$ cat src/rtl/osb_pkg.sv
// Shared types and default widths for the Osborne VRAM arbiter slice.
package osb_pkg;
   localparam int OSB_AW = 16;
   localparam int OSB_DW = 8;

   typedef enum logic [1:0] {OWN_NONE, OWN_VID, OWN_CPU} owner_t;
   typedef enum logic [1:0] {CPU_IDLE, CPU_PEND, CPU_BUSY} cpu_state_t;
endpackage

$ cat src/rtl/osb_req_fifo.sv
// Pending video fetch addresses; head is visible combinationally while not empty.
// A push into a full FIFO is only accepted together with a pop in the same cycle.
module osb_req_fifo #(
   parameter int W     = 16,
   parameter int DEPTH = 2
) (
   input  logic         clk,
   input  logic         rst_n,
   input  logic         push,
   input  logic [W-1:0] din,
   input  logic         pop,
   output logic [W-1:0] dout,
   output logic         full,
   output logic         empty
);
   localparam int            PW       = (DEPTH > 1) ? $clog2(DEPTH) : 1;
   localparam logic [PW-1:0] LAST     = PW'(DEPTH - 1);
   localparam logic [PW:0]   FULL_CNT = (PW + 1)'(DEPTH);

   logic [W-1:0]  mem [DEPTH];
   logic [PW-1:0] wr_ptr;
   logic [PW-1:0] rd_ptr;
   logic [PW:0]   count;
   logic          do_push;
   logic          do_pop;

   assign full    = (count == FULL_CNT);
   assign empty   = (count == '0);
   assign dout    = mem[rd_ptr];
   assign do_pop  = pop && !empty;
   assign do_push = push && (!full || do_pop);

   always_ff @(posedge clk or negedge rst_n) begin
      if (!rst_n) begin
         wr_ptr <= '0;
         rd_ptr <= '0;
         count  <= '0;
      end else begin
         if (do_push) wr_ptr <= (wr_ptr == LAST) ? '0 : wr_ptr + 1'b1;
         if (do_pop)  rd_ptr <= (rd_ptr == LAST) ? '0 : rd_ptr + 1'b1;
         case ({do_push, do_pop})
            2'b10:   count <= count + 1'b1;
            2'b01:   count <= count - 1'b1;
            default: count <= count;
         endcase
      end
   end

   always_ff @(posedge clk) begin
      if (do_push) mem[wr_ptr] <= din;
   end
endmodule

$ cat src/rtl/osb_vram_arbiter.sv
// Shares the single-port VRAM between video fetch (priority) and the Z80 bus; grant to strobe is 3 cycles.
// The CPU is held off by video at most MAX_WAIT cycles; video slots it takes are absorbed by a small FIFO.
module osb_vram_arbiter
   import osb_pkg::*;
#(
   parameter int AW          = OSB_AW,
   parameter int DW          = OSB_DW,
   parameter int VFIFO_DEPTH = 2,
   parameter int MAX_WAIT    = 4
) (
   input  logic          clk,
   input  logic          reset_n,
   input  logic          vid_req,
   input  logic [AW-1:0] vid_addr,
   output logic          vid_valid,
   output logic [DW-1:0] vid_data,
   output logic          vid_overrun,
   input  logic          cpu_req,
   input  logic          cpu_we,
   input  logic [AW-1:0] cpu_addr,
   input  logic [DW-1:0] cpu_wdata,
   output logic          cpu_ack,
   output logic [DW-1:0] cpu_rdata,
   output logic [AW-1:0] ram_addr,
   output logic          ram_we,
   output logic [DW-1:0] ram_wdata,
   input  logic [DW-1:0] ram_rdata
);
   localparam logic [3:0] WAIT_MAX = 4'(MAX_WAIT);

   cpu_state_t    state, state_nxt;
   logic [3:0]    cpu_wait, cpu_wait_nxt;
   logic          cpu_elig;
   logic          grant_cpu;
   logic          grant_vid_new;
   logic          fifo_pop;
   logic          fifo_push;
   logic          overrun_set;
   logic [AW-1:0] fifo_dout;
   logic          fifo_full;
   logic          fifo_empty;
   owner_t        own_s1;
   owner_t        own_s2;

   osb_req_fifo #(
      .W     (AW),
      .DEPTH (VFIFO_DEPTH)
   ) u_vfifo (
      .clk   (clk),
      .rst_n (reset_n),
      .push  (fifo_push),
      .din   (vid_addr),
      .pop   (fifo_pop),
      .dout  (fifo_dout),
      .full  (fifo_full),
      .empty (fifo_empty)
   );

   // A request seen in IDLE competes immediately so an uncontended access costs no extra cycle.
   always_comb begin
      cpu_elig      = (state == CPU_PEND) || ((state == CPU_IDLE) && cpu_req);
      grant_cpu     = 1'b0;
      grant_vid_new = 1'b0;
      fifo_pop      = 1'b0;
      if (cpu_elig && (cpu_wait >= WAIT_MAX)) begin
         grant_cpu = 1'b1;
      end else if (!fifo_empty) begin
         fifo_pop = 1'b1;
      end else if (vid_req) begin
         grant_vid_new = 1'b1;
      end else if (cpu_elig) begin
         grant_cpu = 1'b1;
      end
      fifo_push   = vid_req && !grant_vid_new && (!fifo_full || fifo_pop);
      overrun_set = vid_req && !grant_vid_new && fifo_full && !fifo_pop;
   end

   always_comb begin
      state_nxt    = state;
      cpu_wait_nxt = cpu_wait;
      case (state)
         CPU_IDLE, CPU_PEND: begin
            if (grant_cpu) begin
               state_nxt    = CPU_BUSY;
               cpu_wait_nxt = '0;
            end else if (cpu_elig) begin
               state_nxt    = CPU_PEND;
               cpu_wait_nxt = (cpu_wait >= WAIT_MAX) ? cpu_wait : cpu_wait + 4'd1;
            end
         end
         CPU_BUSY: begin
            cpu_wait_nxt = '0;
            if (cpu_ack) state_nxt = CPU_IDLE;
         end
         default: begin
            state_nxt    = CPU_IDLE;
            cpu_wait_nxt = '0;
         end
      endcase
   end

   always_ff @(posedge clk or negedge reset_n) begin
      if (!reset_n) begin
         state    <= CPU_IDLE;
         cpu_wait <= '0;
      end else begin
         state    <= state_nxt;
         cpu_wait <= cpu_wait_nxt;
      end
   end

   // Stage 1: drive the RAM; ram_addr holds its last value on idle cycles.
   always_ff @(posedge clk or negedge reset_n) begin
      if (!reset_n) begin
         ram_addr  <= '0;
         ram_we    <= 1'b0;
         ram_wdata <= '0;
         own_s1    <= OWN_NONE;
      end else begin
         ram_we <= 1'b0;
         own_s1 <= OWN_NONE;
         if (grant_cpu) begin
            ram_addr <= cpu_addr;
            ram_we   <= cpu_we;
            own_s1   <= OWN_CPU;
            if (cpu_we) ram_wdata <= cpu_wdata;
         end else if (fifo_pop) begin
            ram_addr <= fifo_dout;
            own_s1   <= OWN_VID;
         end else if (grant_vid_new) begin
            ram_addr <= vid_addr;
            own_s1   <= OWN_VID;
         end
      end
   end

   // Stages 2/3: wait for the synchronous read, then strobe the owner.
   always_ff @(posedge clk or negedge reset_n) begin
      if (!reset_n) begin
         own_s2      <= OWN_NONE;
         vid_valid   <= 1'b0;
         vid_data    <= '0;
         cpu_ack     <= 1'b0;
         cpu_rdata   <= '0;
         vid_overrun <= 1'b0;
      end else begin
         own_s2    <= own_s1;
         vid_valid <= (own_s2 == OWN_VID);
         cpu_ack   <= (own_s2 == OWN_CPU);
         if (own_s2 == OWN_VID) vid_data  <= ram_rdata;
         if (own_s2 == OWN_CPU) cpu_rdata <= ram_rdata;
         if (overrun_set) vid_overrun <= 1'b1;
      end
   end
endmodule

$ cat config.mk
export PLATFORM = sky130hd
export DESIGN_NAME = osb_vram_arbiter
export DESIGN_NICKNAME = d
export VERILOG_FILES = /design/src/rtl/osb_pkg.sv /design/src/rtl/osb_req_fifo.sv /design/src/rtl/osb_vram_arbiter.sv
export SDC_FILE = /design/constraint.sdc
export NUM_CORES = 1
export LEC_CHECK = 0
export BUFFER_PORTS_ARGS = -buffer_cell sky130_fd_sc_hd__buf_2
export CORE_ASPECT_RATIO = 1.5
export CORE_UTILIZATION = 35
export DETAILED_ROUTE_END_ITERATION = 10
export SYNTH_ARGS = -nofsm -noshare
export SYNTH_HDL_FRONTEND = slang
export SYNTH_HIERARCHICAL = 1
export SYNTH_SLANG_ARGS = --single-unit
$ cat constraint.sdc
create_clock -name clk -period 2.9 [get_ports clk]
set_input_delay 0.29 -clock clk [delete_from_list [all_inputs] [get_ports clk]]
set_output_delay 0.29 -clock clk [all_outputs]
set_load 0.02 [all_outputs]
==> metrics.txt <==
largest net degree at the start of global routing=32; Routed WL=~8400 microns; Hold Crit Class=in -> reg; TritonCTS clock tree=built; CP max stage cell=nor2_1; CTS root buf=clkbuf_16; Worst Skew=7.85 ps; vias post-DR=2,550; Fin Setup TNS=0 ps; fin worst setup slack=304 ps; Mapped Cells=275; CTS sink count=90; kind of critical path=reg -> reg; Crit path max-delay family=simple AND/OR/NAND/NOR gates; area of the core=~11,000 sq um; DIE WIDTH=~89 microns; Final Max Slew Viols=0; Residual DRC=0; Initial Utilization=between 30 and 40%; most frequent CP cell=nor2_1; post-CTS sizing=0; Mapped Nets=between 300 and 400; Post-Route Utilization=about 44%; share of post-route cells with drive strength above 1=48.6%; max_slew headroom=32.6%; DRT antenna net count=0; H-tree depth=3; # rows=between 40 and 50; max-cap viol count=0; average size of a mapped cell=approximately 14 sq um; fmax=between 300 and 400 MHz; Final min period=roughly 2600 ps; nets=431; die span in y=132 microns; antenna violations before repair=0; Synth Cell Area=approximately 4000 sq um; critical path's largest stage delay=770 ps; First DRT Iteration DRCs=between 80 and 90; Fillers=about 1,100; worst-path cell chain=o21bai_2 > nor2_1 > nor2_1 > o21ai_4 > nor2_1 > buf_4; Pre-antenna DRT Iters=4; vias in the first global route=2,767; period utilisation layout=89.5%; I/O Buffers=96; CP Max Fanout=11; crit path DAT=approximately 2600 ps; WL/cell=roughly 16 microns; vias per std cell=slightly below 5; synthesis-stage register bit count=90; Setup Viol. Count Final=0; Setup WS pre-CTS=about 280 ps; fin area=4860 sq um; Cell variety after synth=40; Least-Margin Pin Slew=around 1000 ps; Req. time, crit path=roughly 3000 ps; total grt overflow=0; status=completed; GP Congestion=0.774; post-DP HPWL=6130 microns; CP Buf/Inv Count=1; clock tree buffer depth=2; I/O Pins=between 90 and 100; Area Overhead vs Synth=22.6%; crit start category=flop; clk slew on worst S/H paths=60 ps; Static Leak=around 2.3 nW; antenna diode count=0; Power Dens Cells=~900 nW/um^2; Die ar.=11,800 sq um; Ys Warns=6; sequential share of the synthesized area=around 60%; unrepaired setup endpoints after global routing=false; Total GRT Usage=15.3%; Clock Latency Late Sink=roughly 330 ps; first-pass GRT wire length=about 14,000 microns; cts bufs inserted=9; Fin. Hold Viols=0; Post-DP Area=between 4000 and 5000 sq um; critical path capture point type=flop; Worst IR Drop VDD=approximately 0.35 mV
## routing by layer
metal | track usage (%) | up-vias | share of wire [%] | routed length, microns
met4 | 7.85 | 0 | 2.7 | 224
met1 | 16.9 | 1265 | 40 | 3340
met3 | 2.69 | 17 | 3.9 | 330
met2 | 27.4 | 64 | 54 | 4550
met5 | 0 | - | 0 | 0
li1 | - | 1204 | - | -
## power by group
group,switching (mW),total [mW],internal (mW)
Clock,0.473,1.05,0.577
Combinational,0.780,1.53,0.752
Sequential,0.177,1.80,1.62
## path summary, 6_finish.rpt
check                      cells after the start   startpoint           endpoint  slack (ps)
setup / recovery                               6     state[0]  u_vfifo/mem[0][7]         300
hold / removal                                 1  vid_addr[5]  u_vfifo/mem[1][5]         160
setup reg to reg                               6     state[0]  u_vfifo/mem[0][7]         300
hold reg to reg                                0    own_s1[0]          own_s2[0]         370
max in group asynchronous                      3      reset_n        cpu_wait[2]        1540
min in group asynchronous                      2      reset_n       ram_wdata[7]         510
## registers in the layout, summed over array words and instances (netlist names), 2 cells and up
signal	cells
cpu_rdata	8
cpu_wait	4
own_s1	2
own_s2	2
ram_addr	16
ram_wdata	8
state	2
u_vfifo/count	2
u_vfifo/mem	32
vid_data	8
## cell type report
| class | instances | area (sq um) | area share (%) |
|---|---|---|---|
| Multi-Input combinational cell | 149 | 1370 | 28.2 |
| Tap cell | 147 | 184 | 3.78 |
| Clock inverter | 7 | 45.0 | 0.926 |
| Inverter | 22 | 82.6 | 1.70 |
| Sequential cell | 90 | 2410 | 49.6 |
| Timing Repair Buffer | 104 | 543 | 11.2 |
| Clock buffer | 9 | 225 | 4.63 |
## cell usage after synthesis, drive strengths merged
cell type / count / area (sq um)
o211ai: 1 / 21.3
clkbuf: 3 / 11.3
a21oi: 3 / 15.0
mux2: 56 / 664
a31o: 1 / 8.76
dfrtp: 58 / 1450
nand4: 1 / 6.26
or4: 1 / 7.51
and3: 2 / 12.5
or2: 2 / 15.0
inv: 22 / 82.6
ha: 2 / 25.0
edfxtp: 32 / 961
nor2: 10 / 37.5
o21bai: 1 / 11.3
nand2: 3 / 11.3
buf: 11 / 93.8
a221oi: 16 / 140
o21ai: 3 / 30.0
nor3: 16 / 80.1
a211oi: 1 / 7.51
nand3: 1 / 5.00
nor2b: 3 / 21.3
mux2i: 16 / 160
nand2b: 3 / 26.3
o21ba: 1 / 10.0
xor2: 2 / 17.5
xnor2: 3 / 26.3
o31ai: 1 / 7.51
## kinds of logic (layout without fill, tap and decap cells)
logic type / after synthesis / in the layout / share of synthesized area (%)
mux: 72 / 72 / 20.8
compound gates: 28 / 28 / 6.34
buf+inv: 36 / 142 / 4.73
flops: 90 / 90 / 60.8
fa+ha+maj: 2 / 2 / 0.631
simple gates: 42 / 42 / 5.61
xor+xnor: 5 / 5 / 1.10
## per-stage QoR
step	total power, mW	hold slack (ps)	cells
4_1_cts	4.43	142	528
3_3_place_gp	3.34	346	511
6_report	4.38	158	528
3_5_place_dp	3.36	338	511
2_1_floorplan	2.98	-5.59	275
5_1_grt	4.64	149	528
## placed cells by master (no fill, tap or decap), types with 3 or more instances in the layout
cell	Yosys	routed
edfxtp_1	32	32
inv_1	21	21
mux2_4	9	9
dfrtp_1	58	58
buf_4	2	7
nor2_1	10	9
clkbuf_16	0	9
a221oi_1	16	16
xnor2_1	3	3
nor3_1	16	16
mux2_2	46	46
nand2_1	3	3
a21oi_1	3	3
mux2i_1	16	16
buf_2	5	96
## what timing repair did
item / in CTS / in global routing
hold endpoints to repair: 27 / 0
setup buffers: 0 / 0
hold buffers: 1 / 0
Note: power is estimated with default switching activity, not from simulation.
